--- src/rtl/mem_access_unit_if.sv ---
// rtl/mem_access_unit_if.sv - data bus between the memory stage and the memory system
interface mem_access_unit_if;
  logic        bus_req;
  logic        bus_we;
  logic [31:0] bus_addr;
  logic [3:0]  bus_wstrb;
  logic [31:0] bus_wdata;
  logic        bus_ack;
  logic [31:0] bus_rdata;

  modport master (
    output bus_req, bus_we, bus_addr, bus_wstrb, bus_wdata,
    input  bus_ack, bus_rdata
  );

  modport slave (
    input  bus_req, bus_we, bus_addr, bus_wstrb, bus_wdata,
    output bus_ack, bus_rdata
  );
endinterface

--- src/rtl/mem_access_unit.sv ---
// rtl/mem_access_unit.sv - load/store memory stage with lane steering, faults and bus timeout
module mem_access_unit #(
  parameter int unsigned TIMEOUT = 16
) (
  input  logic        clk,
  input  logic        rst_n,
  input  logic        in_valid,
  input  logic        in_noop,
  input  logic [6:0]  in_opcode,
  input  logic [2:0]  in_funct3,
  input  logic [31:0] in_addr,
  input  logic [31:0] in_store_data,
  output logic        stall,
  output logic        out_valid,
  output logic [31:0] out_mem_rd,
  output logic        out_fault,
  output logic [1:0]  out_fault_cause,
  mem_access_unit_if.master bus
);

  typedef enum logic [1:0] {IDLE, REQ, DONE} state_t;

  localparam logic [6:0] OP_LOAD  = 7'b0000011;
  localparam logic [6:0] OP_STORE = 7'b0100011;
  localparam logic [7:0] CNT_LAST = 8'(TIMEOUT - 1);

  state_t      state_q, state_d;
  logic [7:0]  cnt_q, cnt_d;
  logic [1:0]  off_q, off_d;
  logic        bus_req_q, bus_req_d;
  logic        bus_we_q, bus_we_d;
  logic [31:0] bus_addr_q, bus_addr_d;
  logic [3:0]  bus_wstrb_q, bus_wstrb_d;
  logic [31:0] bus_wdata_q, bus_wdata_d;
  logic [31:0] out_mem_rd_q, out_mem_rd_d;
  logic        out_fault_q, out_fault_d;
  logic [1:0]  out_fault_cause_q, out_fault_cause_d;

  logic is_load, is_store, accept, illegal, misaligned;
  logic [3:0]  st_wstrb;
  logic [31:0] st_wdata;

  // Decode: which instructions we take, and whether they fault before touching the bus
  always_comb begin
    is_load    = (in_opcode == OP_LOAD);
    is_store   = (in_opcode == OP_STORE);
    accept     = (state_q == IDLE) && in_valid && !in_noop && (is_load || is_store);
    illegal    = is_store ? (in_funct3 >= 3'd3)
                          : (in_funct3 == 3'd3 || in_funct3 == 3'd6 || in_funct3 == 3'd7);
    misaligned = !illegal &&
                 (((in_funct3[1:0] == 2'b01) && in_addr[0]) ||
                  ((in_funct3[1:0] == 2'b10) && (in_addr[1:0] != 2'b00)));
    st_wstrb   = 4'b0000;
    st_wdata   = 32'h0;
    if (is_store) begin
      case (in_funct3[1:0])
        2'b00:   begin st_wstrb = 4'b0001 << in_addr[1:0]; st_wdata = {4{in_store_data[7:0]}};  end
        2'b01:   begin st_wstrb = 4'b0011 << in_addr[1:0]; st_wdata = {2{in_store_data[15:0]}}; end
        default: begin st_wstrb = 4'b1111;                 st_wdata = in_store_data;            end
      endcase
    end
  end

  // Next-state and registered-output logic for the IDLE/REQ/DONE sequencer
  always_comb begin
    state_d           = state_q;
    cnt_d             = cnt_q;
    off_d             = off_q;
    bus_req_d         = bus_req_q;
    bus_we_d          = bus_we_q;
    bus_addr_d        = bus_addr_q;
    bus_wstrb_d       = bus_wstrb_q;
    bus_wdata_d       = bus_wdata_q;
    out_mem_rd_d      = out_mem_rd_q;
    out_fault_d       = out_fault_q;
    out_fault_cause_d = out_fault_cause_q;
    case (state_q)
      IDLE: begin
        if (accept) begin
          if (illegal || misaligned) begin
            state_d           = DONE;
            out_fault_d       = 1'b1;
            out_fault_cause_d = illegal ? 2'd2 : 2'd1;
            out_mem_rd_d      = 32'h0;
          end else begin
            state_d     = REQ;
            cnt_d       = 8'd0;
            off_d       = in_addr[1:0];
            bus_req_d   = 1'b1;
            bus_we_d    = is_store;
            bus_addr_d  = {in_addr[31:2], 2'b00};
            bus_wstrb_d = st_wstrb;
            bus_wdata_d = st_wdata;
          end
        end
      end
      REQ: begin
        if (bus.bus_ack || (cnt_q == CNT_LAST)) begin
          state_d     = DONE;
          bus_req_d   = 1'b0;
          bus_we_d    = 1'b0;
          bus_addr_d  = 32'h0;
          bus_wstrb_d = 4'b0000;
          bus_wdata_d = 32'h0;
          if (bus.bus_ack) begin
            out_fault_d       = 1'b0;
            out_fault_cause_d = 2'd0;
            out_mem_rd_d      = bus_we_q ? 32'h0 : (bus.bus_rdata >> {off_q, 3'b000});
          end else begin
            out_fault_d       = 1'b1;
            out_fault_cause_d = 2'd3;
            out_mem_rd_d      = 32'h0;
          end
        end else begin
          cnt_d = cnt_q + 8'd1;
        end
      end
      DONE: begin
        state_d           = IDLE;
        out_fault_d       = 1'b0;
        out_fault_cause_d = 2'd0;
        out_mem_rd_d      = 32'h0;
      end
      default: state_d = IDLE;
    endcase
  end

  // State and output registers; reset abandons any access in flight
  always_ff @(posedge clk or negedge rst_n) begin
    if (!rst_n) begin
      state_q           <= IDLE;
      cnt_q             <= 8'd0;
      off_q             <= 2'd0;
      bus_req_q         <= 1'b0;
      bus_we_q          <= 1'b0;
      bus_addr_q        <= 32'h0;
      bus_wstrb_q       <= 4'b0000;
      bus_wdata_q       <= 32'h0;
      out_mem_rd_q      <= 32'h0;
      out_fault_q       <= 1'b0;
      out_fault_cause_q <= 2'd0;
    end else begin
      state_q           <= state_d;
      cnt_q             <= cnt_d;
      off_q             <= off_d;
      bus_req_q         <= bus_req_d;
      bus_we_q          <= bus_we_d;
      bus_addr_q        <= bus_addr_d;
      bus_wstrb_q       <= bus_wstrb_d;
      bus_wdata_q       <= bus_wdata_d;
      out_mem_rd_q      <= out_mem_rd_d;
      out_fault_q       <= out_fault_d;
      out_fault_cause_q <= out_fault_cause_d;
    end
  end

  // Output wiring: stall covers the accept cycle and the whole bus phase
  always_comb begin
    stall           = accept || (state_q == REQ);
    out_valid       = (state_q == DONE);
    out_mem_rd      = out_mem_rd_q;
    out_fault       = out_fault_q;
    out_fault_cause = out_fault_cause_q;
    bus.bus_req     = bus_req_q;
    bus.bus_we      = bus_we_q;
    bus.bus_addr    = bus_addr_q;
    bus.bus_wstrb   = bus_wstrb_q;
    bus.bus_wdata   = bus_wdata_q;
  end

endmodule

--- src/flat_wrapper.sv ---
// flat-port wrapper written by rule: the top's interface ports become plain ports
module mem_access_unit_flat 
#(
  parameter int unsigned TIMEOUT = 16
)
  (clk, rst_n, in_valid, in_noop, in_opcode, in_funct3, in_addr, in_store_data, stall, out_valid, out_mem_rd, out_fault, out_fault_cause, bus_bus_req, bus_bus_we, bus_bus_addr, bus_bus_wstrb, bus_bus_wdata, bus_bus_ack, bus_bus_rdata);
  mem_access_unit_if bus_i ();
  input  logic clk;
  input  logic rst_n;
  input  logic in_valid;
  input  logic in_noop;
  input  logic [6:0] in_opcode;
  input  logic [2:0] in_funct3;
  input  logic [31:0] in_addr;
  input  logic [31:0] in_store_data;
  output logic stall;
  output logic out_valid;
  output logic [31:0] out_mem_rd;
  output logic out_fault;
  output logic [1:0] out_fault_cause;
  output wire logic [$bits(bus_i.bus_req)-1:0] bus_bus_req;
  output wire logic [$bits(bus_i.bus_we)-1:0] bus_bus_we;
  output wire logic [$bits(bus_i.bus_addr)-1:0] bus_bus_addr;
  output wire logic [$bits(bus_i.bus_wstrb)-1:0] bus_bus_wstrb;
  output wire logic [$bits(bus_i.bus_wdata)-1:0] bus_bus_wdata;
  input wire logic [$bits(bus_i.bus_ack)-1:0] bus_bus_ack;
  input wire logic [$bits(bus_i.bus_rdata)-1:0] bus_bus_rdata;
  assign bus_bus_req = bus_i.bus_req;
  assign bus_bus_we = bus_i.bus_we;
  assign bus_bus_addr = bus_i.bus_addr;
  assign bus_bus_wstrb = bus_i.bus_wstrb;
  assign bus_bus_wdata = bus_i.bus_wdata;
  assign bus_i.bus_ack = bus_bus_ack;
  assign bus_i.bus_rdata = bus_bus_rdata;
  mem_access_unit #(.TIMEOUT(TIMEOUT)) u_core (.clk(clk), .rst_n(rst_n), .in_valid(in_valid), .in_noop(in_noop), .in_opcode(in_opcode), .in_funct3(in_funct3), .in_addr(in_addr), .in_store_data(in_store_data), .stall(stall), .out_valid(out_valid), .out_mem_rd(out_mem_rd), .out_fault(out_fault), .out_fault_cause(out_fault_cause), .bus(bus_i));
endmodule
--- config.mk ---
export PLATFORM = sky130hd
export DESIGN_NAME = mem_access_unit_flat
export DESIGN_NICKNAME = d
export VERILOG_FILES = /design/src/rtl/mem_access_unit_if.sv /design/src/rtl/mem_access_unit.sv /design/src/flat_wrapper.sv
export SDC_FILE = /design/constraint.sdc
export NUM_CORES = 1
export LEC_CHECK = 0
export ABC_AREA = 1
export CAP_MARGIN = 25
export CORE_MARGIN = 5
export CORE_UTILIZATION = 50
export DETAILED_ROUTE_END_ITERATION = 16
export GPL_ROUTABILITY_DRIVEN = 0
export GPL_TIMING_DRIVEN = 0
export PLACE_DENSITY = 0.9
export SYNTH_ARGS = -nofsm -noshare
export SYNTH_HDL_FRONTEND = slang
export SYNTH_SLANG_ARGS = --single-unit
export TNS_END_PERCENT = 50
--- constraint.sdc ---
create_clock -name clk -period 4.05 [get_ports clk]
set_input_delay 0.81 -clock clk [delete_from_list [all_inputs] [get_ports clk]]
set_output_delay 0.81 -clock clk [all_outputs]
set_load 0.01 [all_outputs]
=== Word level (Yosys, flattened, before mapping) ===
Cells that the tools add are included.
W data, S select, Z words.

* Bits in registers: 117
* Latch bits: 0
* Memories: 0
* Memory bits (read-only): 0
* Bits in writable memories: 0

* Reductions and logical operators: 25
* Shift-type cells: 3
* Add/subtract/negate cells: 1
* Equality and inequality tests: 15
* Multiplexer cells: 48
* Magnitude comparators: 1
* Bitwise operators: 1
* Div/mod/pow operators: 0
* Multiply operators: 0

{| class="wikitable"
|+ Operator list
! kind !! count
|-
| $mux W32 || 11
|-
| $pmux W32 S2 || 3
|-
| $pmux W32 S3 || 1
|-
| $shr A32 B5 Y32 || 1
|-
| $mux W8 || 3
|-
| $mux W2 || 8
|-
| $mux W4 || 4
|-
| $pmux W4 S2 || 2
|-
| $pmux W8 S2 || 1
|-
| $reduce_and A4 Y1 || 3
|-
| $mux W1 || 10
|-
| $add A8 B1 Y8 const B || 1
|-
| $eq A8 B4 Y1 const B || 1
|-
| $eq A7 B2 Y1 const B || 1
|-
| $eq A7 B6 Y1 const B || 1
|-
| $logic_or A1 B1 Y1 || 7
|-
| $eq A3 B3 Y1 const B || 2
|-
| $logic_and A1 B1 Y1 || 6
|-
| $ne A2 B2 Y1 const B || 3
|-
| $pmux W2 S3 || 1
|-
| $eq A2 B1 Y1 const B || 2
|-
| $eq A2 B2 Y1 const B || 2
|-
| $logic_not A2 Y1 || 2
|-
| $ne A2 B1 Y1 const B || 2
|-
| 13 further kinds || 16
|}

=== Longest topological paths before layout ===
Gate-level depths: netlist of run 1.

* Depth after elaboration: 10
* Depth in mapped cells: 13
* Gate-level depth less buffers: 11

=== Least setup slack after synthesis of run 1 ===
Ideal clock, no wire load.

* Kind: in2reg
* Start: input port in_opcode[2]
* End: register u_core.bus_addr_q[10] (netlist: u_core.bus.bus_addr[10])
* Path slack: 2.009 ns
* Stages: 12
* Arrival: 1.924 ns
* Library setup time: 0.117 ns
* Data required time: 3.933 ns
* Cell sequence: inv_1 -> nand2_1 -> nor2_2 -> nand2_1 -> nand2_1 -> nand2_1 -> nand3_2 -> buf_4 -> inv_2 -> buf_4 -> nand3_1 -> nand2_1

* Word-level cells in the longest chain between the ends: 7
* Elaborated cells on any way between the ends: 11
* Classes of those cells: eq/ne: 4; mux: 1; reduce/logical: 6

{| class="wikitable"
|+ Ends and longest elaborated chain
! item !! line !! RTL
|-
| start, declared || flat_wrapper.sv:12 || <nowiki>input logic [6:0] in_opcode;</nowiki>
|-
| $eq A7 B6 Y1 || mem_access_unit.sv:46 || <nowiki>is_store = (in_opcode == OP_STORE);</nowiki>
|-
| $mux W1 || mem_access_unit.sv:48 || <nowiki>illegal = is_store ? (in_funct3 >= 3'd3)</nowiki>
|-
| $logic_not A1 Y1 || mem_access_unit.sv:50 || <nowiki>misaligned = !illegal &&</nowiki>
|-
| $logic_and A1 B1 Y1 || mem_access_unit.sv:50 ||
|-
| $logic_or A1 B1 Y1 || mem_access_unit.sv:80 || <nowiki>if (illegal || misaligned) begin</nowiki>
|-
| $ne A2 B2 Y1 (no line) || -- ||
|-
| $reduce_and A4 Y1 (no line) (*) || -- ||
|-
| end signal, assigned || mem_access_unit.sv:148 || <nowiki>bus_addr_q <= bus_addr_d;</nowiki>
|-
| end, declared || mem_access_unit.sv:32 || <nowiki>logic [31:0] bus_addr_q, bus_addr_d;</nowiki>
|}

Every way passes the cells marked *; elsewhere a longest branch is shown, timed or not.
A chain may end at the register's enable or synchronous reset.

=== Final worst setup path of run 1 ===
* Start: register u_core.state_q[0]
* End: output port stall

* Word-level cells in the longest chain between the ends: 5
* Elaborated cells on any way between the ends: 6
* Classes of those cells: eq/ne: 1; reduce/logical: 5

{| class="wikitable"
|+ Ends and longest elaborated chain
! item !! line !! RTL
|-
| start, declared || mem_access_unit.sv:27 || <nowiki>state_t state_q, state_d;</nowiki>
|-
| start signal, assigned || mem_access_unit.sv:143 || <nowiki>state_q <= state_d;</nowiki>
|-
| $logic_not A2 Y1 || mem_access_unit.sv:47 || <nowiki>accept = (state_q == IDLE) && in_valid && !in_noop && (is_load || is_store);</nowiki>
|-
| $logic_and A1 B1 Y1 (3 in a row) || mem_access_unit.sv:47 ||
|-
| $logic_or A1 B1 Y1 (*) || mem_access_unit.sv:159 || <nowiki>stall = accept || (state_q == REQ);</nowiki>
|-
| end, declared || flat_wrapper.sv:16 || <nowiki>output logic stall;</nowiki>
|}

Marked as above.

==> flow_summary.yaml, run 1 <==
floorplanning:
  placementRows: 41
  io_pins: 218
  start_util_pct: 51.0
  fp.coreArea_sq_um: 12700
  die-area_sq_um: 15300
  die_w_um: 124
  die_h_um: 124
cells_and_area:
  fin_cells: 1313
  nNetsFinal: 1243
  stdcell_area_sq_um: 9560
  finish.utilization_pct: 75.5
  syn2layout_area_growth_pct: 48.0
  n_fill_cell: 912
  drive_above_1_share_pct: 8.33
timing:
  tightest_slew_ns: 0.578
  drv_slew: 0
  fin_crit_ns: 3.21
  slew_headroom_pct: 61.5
  clock-skew-final_ns: 0.00845
  fmax_mhz: 312
  setup_ws_ns: 0.844
  finalCritPeriodShare_pct: 79.2
  rsz0062_at_grt: "no"
  setup_viol: 0
  hold_viol_final: 0
global_routing:
  grt_first_pass_wirelength_um: 34700
  antenna_found_initial: 0
  track_usage_pct: 29.1
  grt_overflow_total: 0
  grt_pass1_vias: 7063
  grt_max_degree: 59
cts:
  clk_pin_slew_ns: 0.05
  cts-root-buf: "clkbuf_16"
  postCtsSetupRepairBufs: 0
  ctsHoldBuffers: 0
  cts_made_buffers: 17
  cts_tree: "built"
  clock-sinks: 115
  clockBufferDepth: 2
  clock_latency_ns: 0.42
  h-tree-depth: 4
  cts_resized: 0
detailed_routing:
  via_per_inst: 5.50
  wire_per_inst_um: 16.7
  drt-pass1-iter-count: 5
  dr_total_vias: 7218
  ant_nets: 0
  drt_iter0_drc: 667
  finalWirelength_um: 21900
  remaining_drc_errors: 0
power:
  comb_power_share_pct: 40.1
  ir_drop_mv: 0.377
  seqPwrFrac_pct: 27.0
  finalPower_mw: 5.43
  internal_power_mw: 3.45
  p_sw_mw: 1.98
  switching_share_pct: 36.4
  p_clk_share_pct: 32.9
  power_density_nw_per_um2: 568
  p_leak_nw: 4.78
setup_path:
  crit_path_end_kind: "primary output"
  cp-start-kind: "register"
  critPathMaxFanout: 6
  crit_arrival_ns: 2.40
  worst-setup-path-type: "reg -> out"
  crit_required_ns: 3.24
synth:
  async_flop_share_pct: 100
  synth_cell_types: 26
  syn-cell-area_sq_um: 6460
  ys_warn_count: 0
  ys_seq_area_share_pct: 44.5
  ys_seq_elements: 115
  synth-edff-count: 0
  avgSynthCellArea_sq_um: 7.25
  netlist_instances: 891
  ys.flop_type: "dfrtp_1"
placement:
  dpl.hpwl_um: 16100
  placed_area_sq_um: 8860
  port_buffers: 215
  dp_cells: 1280
  pre_cts_ws_ns: 0.924
run:
  max_cap_viol_count: 0
worst_hold_path:
  hold_class: "in -> async"
outcome:
  outcome: "completed"
cells by family after synthesis:
logic type	share of synthesized area (%)
AND/OR/NAND/NOR	39.5
adder cells (fa/ha/maj)	0.968
buffers and inverters	9.25
other	0.0580
AO/OA/AOI/OAI	5.67
flip-flops	44.5
worst max-delay path: stages (launching register included):
cell and delay (ns):
dfrtp_1 0.42, inv_1 0.11, ha_1 0.34, nand3_1 0.11, nor2_1 0.20, nand2_1 0.15, nand2_1 0.10, clkdlybuf4s50_1 0.55
area by class of cell:
class | count | area (sq um) | area share, %
multi-input cells | 648 | 2990 | 31.3
clock inverters | 10 | 225 | 2.35
well taps | 172 | 215 | 2.25
diodes | 1 | 2.50 | 0.0262
flip-flops and latches | 115 | 2880 | 30.1
repair buffers | 216 | 2180 | 22.8
inverters | 64 | 240 | 2.51
clock buffers | 22 | 474 | 4.96
plain buffers | 65 | 358 | 3.74
per-layer routing:
metal	share of wire, %	vias up	track usage, %
met4	3.9	0	14.5
met5	0	-	0
li1	-	3403	-
met3	10	78	6.99
met1	39	3347	36.5
met2	47	390	47.0
through the flow:
| stage | hold WS [ns] | TNS [ns] |
|---|---|---|
| 5_1_grt | 0.395 | 0 |
| 3_3_place_gp | 0.453 | -265.56 |
| 3_5_place_dp | 0.457 | 0 |
| 6_report | 0.350 | 0 |
| 4_1_cts | 0.381 | 0 |
| 2_1_floorplan | 0.486 | 0 |
state kept, by name, summed over array words and instances, names as in the netlist:
register,count
u_core.off_q,2
u_core.state_q,2
u_core.bus.bus_wdata,32
u_core.bus.bus_we,1
u_core.out_fault,1
u_core.bus.bus_req,1
u_core.bus.bus_wstrb,4
u_core.bus.bus_addr,30
u_core.out_fault_cause,2
u_core.out_mem_rd,32
u_core.cnt_q,8
path summary, 6_finish.rpt:
kind                                                     start  cells after the start  slack [ns]                             endpoint
setup / recovery                 u_core.state_q[0]$_DFFE_PN0P_                      7        0.84                                stall
hold / removal                                           rst_n                      1        0.35          u_core.cnt_q[7]$_DFFE_PN0P_
setup reg to reg                 u_core.state_q[0]$_DFFE_PN0P_                      9        1.65          u_core.cnt_q[5]$_DFFE_PN0P_
hold reg to reg            u_core.bus.bus_addr[17]$_DFFE_PN0P_                      2        0.47  u_core.bus.bus_addr[17]$_DFFE_PN0P_
max in group asynchronous                                rst_n                      2        3.04  u_core.bus.bus_addr[29]$_DFFE_PN0P_
min in group clk           u_core.bus.bus_addr[17]$_DFFE_PN0P_                      2        0.47  u_core.bus.bus_addr[17]$_DFFE_PN0P_
power groups by stage:
stage | Clock [mW] | Sequential [mW] | Combinational, mW
4_1_cts | 1.79 | 1.46 | 2.16
3_3_place_gp | 0 | 1.47 | 2.09
2_1_floorplan | 0 | 1.55 | 1.15
5_1_grt | 1.85 | 1.49 | 2.38
3_5_place_dp | 0 | 1.48 | 2.14
6_report | 1.79 | 1.47 | 2.18
placed cells by master (no fill, tap or decap):
| cell type | Yosys | final |
|---|---|---|
| nand2_1 | 330 | 330 |
| clkdlybuf4s50_1 | 0 | 214 |
| dfrtp_1 | 115 | 115 |
| nand4_1 | 82 | 82 |
| inv_1 | 60 | 60 |
| nand3_1 | 51 | 51 |
| o21ai_0 | 51 | 51 |
| nor3_1 | 41 | 41 |
| nor2_1 | 39 | 39 |
| clkbuf_1 | 28 | 30 |
| a21oi_1 | 19 | 19 |
| clkbuf_16 | 0 | 17 |
| buf_2 | 16 | 16 |
| or2_2 | 16 | 16 |
| buf_4 | 13 | 13 |
| buf_6 | 6 | 7 |
| bufinv_16 | 0 | 7 |
| ha_1 | 5 | 5 |
| inv_2 | 4 | 4 |
| nor3b_1 | 3 | 3 |
| clkbuf_8 | 0 | 3 |
| clkinv_2 | 0 | 3 |
| nor2_2 | 2 | 2 |
| nand3_2 | 2 | 2 |
| buf_1 | 2 | 2 |
| conb_1 | 1 | 2 |
| diode_2 | 0 | 1 |
| nand2_2 | 1 | 1 |
| nand3_4 | 1 | 1 |
| nor3_4 | 1 | 1 |
| a21oi_2 | 1 | 1 |
| a22oi_1 | 1 | 1 |
| buf_16 | 0 | 1 |
cells in the mapped netlist, types with 3 or more instances:
master	number	area, sq um
or2_2	16	100
nand3_1	51	255
buf_2	16	80.1
buf_6	6	67.6
dfrtp_1	115	2880
buf_4	13	97.6
ha_1	5	62.6
o21ai_0	51	255
inv_2	4	15.0
nand2_1	330	1240
nor2_1	39	146
nor3b_1	3	22.5
nand4_1	82	513
a21oi_1	19	95.1
inv_1	60	225
clkbuf_1	28	105
nor3_1	41	205
No activity file was read; power rests on OpenSTA's default activity.
==> inputs of run 2 (changes only) <==
--- a/config.mk
+++ b/config.mk
@@ -8,11 +8,11 @@
 export ABC_AREA = 1
 export CAP_MARGIN = 25
 export CORE_MARGIN = 5
-export CORE_UTILIZATION = 50
+export CORE_UTILIZATION = 46
 export DETAILED_ROUTE_END_ITERATION = 16
 export GPL_ROUTABILITY_DRIVEN = 0
 export GPL_TIMING_DRIVEN = 0
-export PLACE_DENSITY = 0.9
+export PLACE_DENSITY = 0.84
 export SYNTH_ARGS = -nofsm -noshare
 export SYNTH_HDL_FRONTEND = slang
 export SYNTH_SLANG_ARGS = --single-unit
==> constraint.sdc (replaced) <==
create_clock -name clk -period 3.2 [get_ports clk]
set_input_delay 0.64 -clock clk [delete_from_list [all_inputs] [get_ports clk]]
set_output_delay 0.64 -clock clk [all_outputs]
set_load 0.01 [all_outputs]
==> run 2 against run 1 <==
Against the previous run:
- die area increased by 8.0%
- flip-flop and latch count did not move
- setup slack worse by 0.68 ns
- cell count grew 0.23%
- design area is 1.5% lower
- register-to-register slack lost 0.84 ns
- critical path type unchanged
- critical endpoint unchanged
==> flow_summary.yaml, run 2 (synthesis gave the netlist of run 1 again) <==
timing:
  hold_viol_final: 0
  fin_crit_ns: 3.04
  slew_headroom_pct: 59.3
  timing.hold.ws_ns: 0.205
  tns_ns: 0
  tightest_slew_ns: 0.610
  clock-skew-final_ns: 0.0123
  rsz0062_at_grt: "no"
  fmax_mhz: 329
  drv_slew: 0
  setup_viol: 0
  finalCritPeriodShare_pct: 94.9
  setup_ws_ns: 0.164
cells_and_area:
  drive_above_1_share_pct: 8.10
  final_common_cell: "nand2_1"
  fin_cells: 1316
  regArea_sq_um: 2880
  final_cell_mix: "330 x nand2_1, 214 x clkdlybuf4s50_1, 115 x dfrtp_1"
  nNetsFinal: 1243
  n_fill_cell: 1126
  multi_input_area_sq_um: 2990
  syn2layout_area_growth_pct: 45.8
  num_antenna_cells: 0
setup_path:
  r2r_slack_ns: 0.81
  r2r_cells: 12
  crit_arrival_ns: 2.40
  worst-setup-path-type: "reg -> out"
  critPathMostFrequentCell: "nand2_1"
  critPathMaxFanout: 6
  crit_path_end_kind: "primary output"
  r2r_start: "u_core.state_q[0]$_DFFE_PN0P_"
  cp-start-kind: "register"
  crit_required_ns: 2.56
  worstPathBufferInverterCount: 2
  cpMaxStageDelayCell: "clkdlybuf4s50_1"
  reg2reg_to: "u_core.out_fault$_DFFE_PN0P_"
  cp_top_family: "buffers and inverters"
  startpoint: "u_core.state_q[0]$_DFFE_PN0P_"
  crit_path_max_incr_delay_ns: 0.55
  worstPathCellList: "inv_1, ha_1, nand3_1, nor2_1, nand2_1, nand2_1, clkdlybuf4s50_1"
cts:
  cts_made_buffers: 17
  postCtsSetupRepairBufs: 0
  cts_resized: 0
  h-tree-depth: 4
  clk_pin_slew_ns: 0.05
  clockBufferDepth: 2
  clock_latency_ns: 0.42
  clock-sinks: 115
  cts-root-buf: "clkbuf_16"
  cts_tree: "built"
  ctsHoldBuffers: 0
detailed_routing:
  drt-pass1-iter-count: 6
  finalWirelength_um: 21300
  drt_iter0_drc: 662
  dr_total_vias: 7130
  via_per_inst: 5.42
  remaining_drc_errors: 0
  ant_nets: 0
  wire_per_inst_um: 16.2
global_routing:
  grt_max_degree: 66
  grt_first_pass_wirelength_um: 33400
  grt_overflow_total: 0
  track_usage_pct: 25.4
  antenna_found_initial: 0
  grt_pass1_vias: 6703
floorplanning:
  placementRows: 43
  die-area_sq_um: 16500
  die_w_um: 129
  fp.coreArea_sq_um: 13800
  start_util_pct: 46.7
  die_h_um: 129
  io_pins: 218
power:
  switching_share_pct: 38.5
  power_density_nw_per_um2: 676
  p_clk_share_pct: 27.9
  ir_drop_mv: 0.424
  finalPower_mw: 6.37
  internal_power_mw: 3.92
  comb_power_share_pct: 43.1
  seqPwrFrac_pct: 29.0
  p_leak_nw: 4.70
  p_sw_mw: 2.45
run:
  max_cap_viol_count: 0
outcome:
  outcome: "completed"
placement:
  port_buffers: 215
  dpl.hpwl_um: 15800
  dp_cells: 1288
  pre_cts_ws_ns: 0.376
worst_hold_path:
  hold_class: "in -> async"
run 2: how the worst max path moves through the flow:
stage	end	slack (ns)	depth (start not counted)
finish	stall	0.16	7
global route	stall	0.006	7
CTS	stall	0.13	7
detailed placement	stall	0.38	6
global placement	u_core.bus.bus_addr[13]$_DFFE_PN0P_	-3.09	1
floorplan	u_core.bus.bus_addr[10]$_DFFE_PN0P_	1.33	12
run 2: final cells by class:
class	instances	area share [%]
sequential	115	30.5
inverter	64	2.55
buffer	65	3.80
clock inverter	5	0.558
timing repair buffer	216	23.1
multi-input combinational	648	31.7
tap	180	2.39
clock buffer	23	5.28
run 2: stage by stage:
step	cell area, sq um	util, %
after global placement	8840	64.0
after floorplan	6470	-
after detailed placement	8870	64.2
after CTS	9420	68.1
after global routing	9420	68.1
final	9420	68.1
run 2: routing by layer:
metal | track usage (%) | vias to the layer above | wire length, um
met2 | 40.8 | 385 | 10100
li1 | - | 3398 | -
met5 | 0 | - | 0
met1 | 32.7 | 3286 | 8530
met4 | 10.7 | 0 | 692
met3 | 6.81 | 61 | 1990
run 2: power groups by stage:
| stage | combinational [mW] | clock (mW) | sequential, mW |
|---|---|---|---|
| 3_3_place_gp | 2.66 | 0 | 1.86 |
| 3_5_place_dp | 2.71 | 0 | 1.87 |
| 5_1_grt | 2.98 | 1.87 | 1.88 |
| 4_1_cts | 2.74 | 1.79 | 1.85 |
| 2_1_floorplan | 1.45 | 0 | 1.97 |
| 6_report | 2.75 | 1.78 | 1.85 |
==> inputs of run 3 (changes only) <==
--- a/config.mk
+++ b/config.mk
@@ -8,11 +8,12 @@
 export ABC_AREA = 1
 export CAP_MARGIN = 25
 export CORE_MARGIN = 5
-export CORE_UTILIZATION = 46
+export CORE_UTILIZATION = 48
+export CTS_BUF_LIST = sky130_fd_sc_hd__clkbuf_8
 export DETAILED_ROUTE_END_ITERATION = 16
 export GPL_ROUTABILITY_DRIVEN = 0
 export GPL_TIMING_DRIVEN = 0
-export PLACE_DENSITY = 0.84
+export PLACE_DENSITY = 0.87
 export SYNTH_ARGS = -nofsm -noshare
 export SYNTH_HDL_FRONTEND = slang
 export SYNTH_SLANG_ARGS = --single-unit
==> run 3 against run 2 <==
Against the previous run:
- setup slack gained 0.042 ns
- clock-buffer cell count decreased by 3
- combinational power about the same
- sequential power hardly changed
- fmax grew 1.4%
- critical endpoint unchanged
- design area shrank 1.8%
- clock power down 25%
==> flow_summary.yaml, run 3 (synthesis gave the netlist of run 1 again) <==
setup_path:
  critPathMaxFanout: 6
  crit_path_end_kind: "primary output"
  worst-setup-path-type: "reg -> out"
  cpMaxStageDelayCell: "clkdlybuf4s50_1"
  critPathMostFrequentCell: "nand2_1"
  crit_arrival_ns: 2.35
  worstPathCellList: "inv_1, ha_2, nand3_1, nor2_1, nand2_1, nand2_1, clkdlybuf4s50_1"
  cp-start-kind: "register"
  cp_top_family: "buffers and inverters"
  worstPathBufferInverterCount: 2
  crit_required_ns: 2.56
  crit_path_max_incr_delay_ns: 0.55
power:
  ir_drop_mv: 0.273
  switching_share_pct: 40.5
  p_clk_share_pct: 22.5
  internal_power_mw: 3.51
  power_density_nw_per_um2: 639
  p_sw_mw: 2.40
  finalPower_mw: 5.91
  comb_power_share_pct: 46.3
  seqPwrFrac_pct: 31.2
  p_leak_nw: 4.63
timing:
  tns_ns: 0
  fmax_mhz: 334
  hold_viol_final: 0
  clock-skew-final_ns: 0.00906
  setup_viol: 0
  slew_headroom_pct: 64.0
  rsz0062_at_grt: "no"
  tightest_slew_ns: 0.540
  fin_crit_ns: 2.99
  setup_ws_ns: 0.206
  drv_slew: 0
  finalCritPeriodShare_pct: 93.6
cts:
  cts_made_buffers: 17
  cts_tree: "built"
  h-tree-depth: 4
  clk_pin_slew_ns: 0.07
  clock_latency_ns: 0.44
  clock-sinks: 115
  cts-root-buf: "clkbuf_8"
  clockBufferDepth: 2
global_routing:
  antenna_found_initial: 0
  grt_pass1_vias: 6694
  grt_max_degree: 77
  track_usage_pct: 25.5
  grt_first_pass_wirelength_um: 33000
  grt_overflow_total: 0
floorplanning:
  die_h_um: 126
  die-area_sq_um: 15900
  placementRows: 42
  fp.coreArea_sq_um: 13200
  die_w_um: 126
  start_util_pct: 48.8
  io_pins: 218
detailed_routing:
  finalWirelength_um: 20400
  dr_total_vias: 7055
  drt_iter0_drc: 837
  remaining_drc_errors: 0
  drt-pass1-iter-count: 5
  ant_nets: 0
  via_per_inst: 5.37
  wire_per_inst_um: 15.5
placement:
  port_buffers: 215
  dpl.hpwl_um: 15500
  pre_cts_ws_ns: 0.418
  placed_area_sq_um: 8870
cells_and_area:
  final_common_cell: "nand2_1"
  drive_above_1_share_pct: 8.43
  syn2layout_area_growth_pct: 43.2
  nNetsFinal: 1243
  num_antenna_cells: 0
  final_cell_mix: "330 x nand2_1, 214 x clkdlybuf4s50_1, 115 x dfrtp_1"
  stdcell_area_sq_um: 9260
worst_hold_path:
  hold_class: "in -> async"
outcome:
  outcome: "completed"
run:
  max_cap_viol_count: 0
run 3: layout make-up:
cell class	count	area, sq um
Fill cell	1087	3990
Multi-Input combinational cell	648	2990
Sequential cell	115	2880
Timing Repair Buffer	216	2180
Buffer	65	358
Clock buffer	20	275
Inverter	64	240
Tap cell	176	220
Clock inverter	11	111
run 3: worst paths after layout:
kind	start	to	slack, ns	cells past startpoint
max	u_core.state_q[0]$_DFFE_PN0P_	stall	0.21	7
min	rst_n	u_core.bus.bus_wdata[18]$_DFFE_PN0P_	0.11	1
max reg2reg	u_core.state_q[0]$_DFFE_PN0P_	u_core.cnt_q[4]$_DFFE_PN0P_	0.84	9
min reg2reg	u_core.bus.bus_wdata[5]$_DFFE_PN0P_	u_core.bus.bus_wdata[5]$_DFFE_PN0P_	0.47	2
max in group asynchronous	rst_n	u_core.bus.bus_addr[11]$_DFFE_PN0P_	2.41	2
min in group clk	u_core.bus.bus_wdata[5]$_DFFE_PN0P_	u_core.bus.bus_wdata[5]$_DFFE_PN0P_	0.47	2
run 3: power groups by stage:
stage                     sequential [mW]  combinational [mW]  clock (mW)
after CTS                            1.85                2.73        1.34
after floorplan                      1.97                1.45           0
final                                1.85                2.74        1.33
after global routing                 1.87                2.98        1.40
after detailed placement             1.87                2.71           0
after global placement               1.86                2.65           0
run 3: per-stage QoR:
step | std cells | hold slack (ns) | utilization, %
after floorplan | 892 | 0.344 | -
after global placement | 1283 | 0.452 | 66.7
after detailed placement | 1284 | 0.457 | 67.0
after CTS | 1315 | 0.113 | 69.9
after global routing | 1315 | 0.130 | 69.9
final | 1315 | 0.111 | 69.9
run 3: what timing repair did:
action / 4_1_cts / 5_1_grt
gates resized for setup: 0 / 1
hold buffers: 0 / 0
buffers inserted: 0 / 0
endpoints found under the setup margin: 0 / 1
run 3: worst reg2reg max path: stages, from the launching register on:
cell and delay (ns):
dfrtp_1 0.42, inv_1 0.10, ha_2 0.28, nand3_1 0.10, nor2_1 0.19, nand2_1 0.16, a21oi_2 0.40, nand3_1 0.38
nand2_1 0.16, nand2_1 0.06
run 3: metal layers:
metal / global-route usage [%] / wire, um
met2: 41.1 / 9560
met5: 0 / 0
met3: 4.78 / 1730
met1: 33.5 / 8410
met4: 11.4 / 710
